<file path="config.mk">
export PLATFORM = sky130hd
export DESIGN_NAME = input_controller
export DESIGN_NICKNAME = d
export VERILOG_FILES = /design/src/rtl/input_controller_pkg.sv /design/src/rtl/button_debouncer.sv /design/src/rtl/input_controller.sv
export SDC_FILE = /design/constraint.sdc
export NUM_CORES = 1
export LEC_CHECK = 0
export CAP_MARGIN = 20
export CORE_ASPECT_RATIO = 0.5
export CORE_MARGIN = 5
export CORE_UTILIZATION = 67
export CTS_BUF_LIST = sky130_fd_sc_hd__clkbuf_2 sky130_fd_sc_hd__clkbuf_4 sky130_fd_sc_hd__clkbuf_8
export CTS_CLUSTER_DIAMETER = 150
export DETAILED_ROUTE_END_ITERATION = 12
export PLACE_DENSITY = 0.84
export SYNTH_ARGS = -nofsm -noshare
export SYNTH_HDL_FRONTEND = slang
export SYNTH_HIERARCHICAL = 1
export SYNTH_SLANG_ARGS = --single-unit
</file>
<file path="constraint.sdc">
create_clock -name clk -period 3.4 [get_ports clk]
set_input_delay 0.68 -clock clk [delete_from_list [all_inputs] [get_ports clk]]
set_output_delay 0.68 -clock clk [all_outputs]
set_load 0.005 [all_outputs]
</file>
<file path="src/rtl/input_controller_pkg.sv">
// input_controller_pkg: command codes, button indices and helpers shared by the input front end.
package input_controller_pkg;

    typedef enum logic [1:0] {
        CMD_NONE  = 2'd0,
        CMD_DEAL  = 2'd1,
        CMD_HIT   = 2'd2,
        CMD_STAND = 2'd3
    } command;

    typedef enum logic {
        IDLE    = 1'b0,
        PENDING = 1'b1
    } ctrlState;

    localparam int BTN_DEAL  = 0;
    localparam int BTN_HIT   = 1;
    localparam int BTN_STAND = 2;

    // Priority DEAL > STAND > HIT among the legal presses of one cycle.
    function automatic command pickCommand(input logic [2:0] legal);
        return legal[BTN_DEAL]  ? CMD_DEAL  :
               legal[BTN_STAND] ? CMD_STAND :
               legal[BTN_HIT]   ? CMD_HIT   : CMD_NONE;
    endfunction

    // More than one legal press in the same cycle means the losers are dropped.
    function automatic logic severalSet(input logic [2:0] legal);
        return (legal & (legal - 3'd1)) != 3'd0;
    endfunction

endpackage

</file>
<file path="src/rtl/button_debouncer.sv">
// button_debouncer: synchronise, debounce and edge-detect one active-low pushbutton.
// Ports: clk, reset_n (async active-low), keyN (raw active-low key),
//        level (debounced active-high level), rise (one-cycle pulse on level 0->1).
module button_debouncer #(
    parameter int DEBOUNCE_CYCLES = 500000
) (
    input  logic clk,
    input  logic reset_n,
    input  logic keyN,
    output logic level,
    output logic rise
);
    localparam int CW = $clog2(DEBOUNCE_CYCLES + 1);
    localparam logic [CW-1:0] LAST = CW'(DEBOUNCE_CYCLES - 1);

    logic [1:0] syncN;
    logic synced;
    logic levelPrev;
    logic [CW-1:0] count;

    assign synced = ~syncN[1];
    assign rise = level & ~levelPrev;

    // Synchroniser resets to the released (high) key level.
    always_ff @(posedge clk or negedge reset_n) begin
        if (!reset_n) begin
            syncN <= 2'b11;
            count <= '0;
            level <= 1'b0;
            levelPrev <= 1'b0;
        end else begin
            syncN <= {syncN[0], keyN};
            levelPrev <= level;
            if (synced == level)
                count <= '0;
            else if (count == LAST) begin
                level <= synced;
                count <= '0;
            end else
                count <= count + CW'(1);
        end
    end

endmodule

</file>
<file path="src/rtl/input_controller.sv">
// input_controller: debounced pushbuttons to game commands over a valid/ready handshake.
// Ports: clk, reset_n (async active-low), key_n[2:0] raw active-low keys (DEAL,HIT,STAND),
//        accept_mask[2:0] legal commands, cmd_ready from the game FSM,
//        cmd_valid/cmd pending command, btn_level[2:0] debounced levels,
//        overrun one-cycle pulse when a legal press is dropped.
module input_controller
    import input_controller_pkg::*;
#(
    parameter int DEBOUNCE_CYCLES = 500000
) (
    input  logic       clk,
    input  logic       reset_n,
    input  logic [2:0] key_n,
    input  logic [2:0] accept_mask,
    input  logic       cmd_ready,
    output logic       cmd_valid,
    output command     cmd,
    output logic [2:0] btn_level,
    output logic       overrun
);
    ctrlState state, stateNext;
    command cmdNext;
    logic overrunNext;
    logic [2:0] presses;
    logic [2:0] legal;

    for (genvar g = 0; g < 3; g++) begin : gDeb
        button_debouncer #(.DEBOUNCE_CYCLES(DEBOUNCE_CYCLES)) uDeb (
            .clk(clk),
            .reset_n(reset_n),
            .keyN(key_n[g]),
            .level(btn_level[g]),
            .rise(presses[g])
        );
    end

    assign legal = presses & accept_mask;
    assign cmd_valid = state == PENDING;

    // Any legal press seen while a command is outstanding is an overrun,
    // including the cycle in which the handshake completes.
    always_comb begin
        stateNext = state;
        cmdNext = cmd;
        overrunNext = 1'b0;
        if (state == IDLE) begin
            if (legal != 3'd0) begin
                stateNext = PENDING;
                cmdNext = pickCommand(legal);
                overrunNext = severalSet(legal);
            end
        end else begin
            overrunNext = legal != 3'd0;
            if (cmd_ready) begin
                stateNext = IDLE;
                cmdNext = CMD_NONE;
            end
        end
    end

    always_ff @(posedge clk or negedge reset_n) begin
        if (!reset_n) begin
            state <= IDLE;
            cmd <= CMD_NONE;
            overrun <= 1'b0;
        end else begin
            state <= stateNext;
            cmd <= cmdNext;
            overrun <= overrunNext;
        end
    end

endmodule

</file>
==> After elaboration in Yosys (flattened, before gate mapping) <==
Cells that the tools add are included.
W data, S select, Z words.
{ "totals": {"inputBits": 9, "reg_bits": 73, "word_cells": 64, "out_inout_bits": 7} }
{ "classes": {"bitwise_logic": 14, "n_reduce_logical": 7, "add_sub_neg": 4, "n_eq_ne": 7, "muxes": 17} }
{ "op_table": {"columns": ["cell", "n"], "rows": [
  ["$mux W19", 6],
  ["$add A19 B1 Y19 const B", 3],
  ["$eq A19 B19 Y1 const B", 3],
  ["$mux W2", 6],
  ["$not A1 Y1", 9],
  ["$reduce_and A2 Y1", 4],
  ["$and A3 B3 Y3", 2],
  ["$reduce_bool A3 Y1", 2],
  ["$mux W1", 5],
  ["$and A1 B1 Y1", 3],
  ["$eq A1 B1 Y1", 3],
  ["$sub A3 B1 Y3 const B", 1],
  ["$ne A2 B2 Y1 const B", 1],
  ["$reduce_bool A2 Y1", 1]
]} }

==> Longest topological paths before layout <==
{ "logic_depth": {"depth_word": 8, "ltp_mapped": 6, "ltp_nobuf": 5} }

==> Cells and area by module <==
Netlist, hierarchy kept.
{ "by_module_without_submodules": {"columns": ["module", "seq_area_each_um2", "instances", "area_each_um2", "cells_each"], "rows": [
  ["button_debouncer", 578.1, 3, 1152.4, 110],
  ["input_controller", 100.1, 1, 191.4, 19]
]} }

==> Worst setup path before layout <==
Ideal clock, no wire load.
{ "synth_timing": {"path_kind": "register to register", "from": "register gDeb[0].uDeb.count[0]", "to": "register gDeb[0].uDeb.count[18]", "slack_ns": 1.769, "setup_time_ns": 0.126, "t_arrival_ns": 1.505, "stages_incl_launch_ff": 7, "t_required_ns": 3.274, "period_less_slack_ns": 1.631, "path_buffers": 1, "path_cell_list": "dfrtp_1 -> ha_1 -> nand4_2 -> buf_2 -> nor4_2 -> mux2i_1 -> nor3_2"} }
{ "synth_via": {"elab_chain_cells": 3, "word_cells_on_any_way": 4, "classes_between": "1 x add/sub; 1 x eq/ne; 2 x mux"} }
{ "synth_lines": {"columns": ["element", "line_no", "text"], "rows": [
  ["start: declaration", "button_debouncer.sv:19", "logic [CW-1:0] count;"],
  ["start signal: assignment", "button_debouncer.sv:40", "count <= count + CW'(1);"],
  ["$add A19 B1 Y19 or $eq A19 B19 Y1 (tied branches)", "button_debouncer.sv:40, button_debouncer.sv:36", null],
  ["$mux W19 (*)", "button_debouncer.sv:36", "else if (count == LAST) begin"],
  ["$mux W19 (*)", "button_debouncer.sv:34", "if (synced == level)"]
]} }
Mark *: on every way between the ends. The rest lies on a longest branch, timed or not.
A chain may end at the register's enable or synchronous reset.

==> Worst setup path after layout <==
{ "layout_timing": {"from": "register state, in the netlist cmd_valid", "to": "output cmd_valid"} }
{ "layout_lines": {"columns": ["element", "line_no", "text"], "rows": [
  ["start: declaration", "input_controller.sv:21", "ctrlState state, stateNext;"],
  ["start signal: assignment", "input_controller.sv:67", "state <= stateNext;"],
  ["end: declaration", "input_controller.sv:16", "output logic cmd_valid,"]
]} }
No word-level cell between the ends.

==> metrics <==
LEAKAGE=1.592 nW; crit path time final=2.008 ns; CP max FO=7; Bufs and invs on worst path=1; post-DP HPWL=4.678 mm; PwrDens=413.7 nW/um2; Worst-Margin Slew=0.7736 ns; Final nets=379; layout cells sized above 1=0.1425; hold_ws=0.3564 ns; Row Count=19; largest net degree at the start of global routing=40; # diodes=0; EDFF count, synth=0; Yosys cell types=33; Clk Tree Root Cell=clkbuf_8; slowest stage delay, CP=0.54 ns; CP Capture Type=primary output; chip width=114.4 um; Slew HR=0.4843; Max Clock Freq=0.4980 GHz; Comb power frac=0.035; Pwr Total=1.682 mW; WL/cell=14.74 um; Via Count=2541; routed length on met3=264 um; # fillers=378; synthesized netlist cell count=349; vias in the first global route=2713; cell family with most CP delay=buffers and inverters; fin. max-slew vios=0; Int Power=1.322 mW; top_reg_cell synth=dfrtp_1; DR iter-0 viols=213; sequential area share after synthesis=0.5027; Routed Wire Length=6.559 mm; clock skew=0.009758 ns; Worst Path Required=2.72 ns; post-DR vias/cell=5.710; Net Sw Frac=0.2143; Congestion Overflow GR=0; Arr. time, crit path=1.33 ns; Setup CP Type=flop to primary output; CTS tree=done; syn nets=361; Sw Pwr=360.5 uW; RSZ-0062 raised after global routing=no; Hold Fails Final Rpt=0; cells along the critical path=clkdlybuf4s50_1; Synth Register Bits=73; H-Tree Depth=3; total track usage=0.2144; RD Place Congestion=0.8433; clock share of power=0.431; final worst path period share=0.5906; Placed Cells=429; initial antenna violation count=0; metal2 WL=3.259 mm; Routed Antenna Nets=0; Pre-antenna DRT Iters=4; die span in y=62.18 um; # resized after CTS=0; Slowest cell on crit path=clkdlybuf4s50_1; Final Core Density=0.7569; Post-Syn Area=3648 um2; Buffers on Ports=15; CP Launch Type=flop; Post-synth ARST share=1.000; status=finished clean; Initial Util=0.6791; setup violators final=0; top layer in use=met4; Num CTS Buffers=9; max-cap violations=0; peak supply drop=0.0003352 V; sequential share of power=0.534; Sink Count=73; Placement Cell Area=3852 um2; area of the core=5373 um2; number of I/O pins=16; CTS Buffer Depth=2; Synth warnings=6; Mean Syn Cell Area=10.45 um2; # DRC=0; Setup TNS=0 ns; post-route insts no fill=445; Syn-to-layout area delta=11.45%; die area=7111 um2; Post-CTS Setup Bufs=0; Clk pin slew, worst setup/hold paths=0.07 ns; length of routed wiring on met1=2.904 mm; Finished Cell Area=4066 um2; worst slack at placement=1.489 ns; fin worst setup slack=1.392 ns; Skew-Pair Late Insertion Delay=0.35 ns; hold buffers post-CTS=0; first-pass GRT wire length=12.23 mm; Worst Hold Class=flop to flop
Yosys cell counts, types with 4 or more instances:
library cell  count  area, um2
buf_2             6      30.03
nor2_1           60      225.2
mux2i_1           6      60.06
nor3_1           12      60.06
nand4_2           9      112.6
xnor2_1          45      394.1
nand4_1          10      62.56
a21oi_1           6      30.03
dfrtp_1          67       1677
inv_1            12      45.04
nand3_1          21      105.1
dfstp_2           6      157.7
o21ai_0           8      40.04
nor4_2            6      75.07
nor4_1           12      75.07
nor2b_1           4      25.02
nand2_1          19      71.32
kinds of logic after synthesis:
kind of cell             count (synthesis)  share of synthesized area
AND/OR/NAND/NOR                        174                     0.2853
flip-flops                              73                     0.5027
XOR/XNOR                                48                     0.1152
AO/OA/AOI/OAI                           24                    0.04321
buffers and inverters                   21                    0.02675
multiplexers                             6                    0.01646
adder cells (fa/ha/maj)                  3                    0.01029
metal layers:
metal	global-route usage	vias to the layer above
met4	0.08000	0
met1	0.2628	1210
li1	-	1261
met2	0.3557	55
met3	0.06887	15
met5	0	-
final timing paths:
kind,from,endpoint,slack (ns),cells past startpoint
max reg2reg,gDeb[0].uDeb/count[0]$_DFF_PN0_,gDeb[0].uDeb/count[6]$_DFF_PN0_,1.48,4
min,gDeb[0].uDeb/syncN[0]$_DFF_PN1_,gDeb[0].uDeb/syncN[1]$_DFF_PN1_,0.36,0
max,cmd_valid$_DFF_PN0_,cmd_valid,1.39,1
max in group asynchronous,reset_n,gDeb[1].uDeb/syncN[0]$_DFF_PN1_,2.27,2
min reg2reg,gDeb[0].uDeb/syncN[0]$_DFF_PN1_,gDeb[0].uDeb/syncN[1]$_DFF_PN1_,0.36,0
min in group asynchronous,reset_n,gDeb[2].uDeb/count[15]$_DFF_PN0_,0.41,1
placed cells by master, fill, tap and decap left out, drive strengths merged, types with 2 or more instances in the layout:
cell           Yosys  layout
nor4b              3       3
nand4             19      19
clkdlybuf4s50      0      14
bufinv             0       2
mux2i              6       6
inv               12      12
nor4              21      21
nand3             21      21
xor2               3       3
buf                9       2
nor2b              4       4
nor2              60      60
a21oi              6       6
dfstp              6       6
o21ai             11      11
clkbuf             0      10
nand2             19      19
nor3              15      15
xnor2             45      45
and3               3       3
dfrtp             67      67
nor4bb             3       3
ha                 3       3
o31ai              3       3
nor3b              3       3
and2               3       3
clkinv             0       3
worst register-to-register path: stages (launching register included):
cell and delay (ns):
dfrtp_1 0.45, ha_1 0.25, nand4_2 0.32, o21ai_2 0.62
nor2_1 0.13
power by group through the flow:
stage | combinational, mW | clock [mW] | sequential [mW]
floorplan | 0.0277 | 0 | 0.912
global placement | 0.0588 | 0 | 0.913
detailed placement | 0.0612 | 0 | 0.915
CTS | 0.0618 | 0.741 | 0.898
global route | 0.0694 | 0.788 | 0.899
finish | 0.0594 | 0.725 | 0.898
state kept, by name (all words and copies together), names as in the netlist:
name / count
gDeb.uDeb/levelPrev: 3
gDeb.uDeb/level: 3
cmd: 2
overrun: 1
gDeb.uDeb/count: 57
gDeb.uDeb/syncN: 6
cmd_valid: 1
area by class of cell:
cell class	instances	area [um2]	area share
clock inverter	6	82.58	0.02031
inverter	12	45.04	0.01108
multi-input combinational	255	1717	0.4222
clock buffer	10	131.4	0.03231
tap	73	91.34	0.02246
timing repair buffer	16	165.2	0.04062
sequential	73	1834	0.4511
No activity file was read; power rests on OpenSTA's default activity.
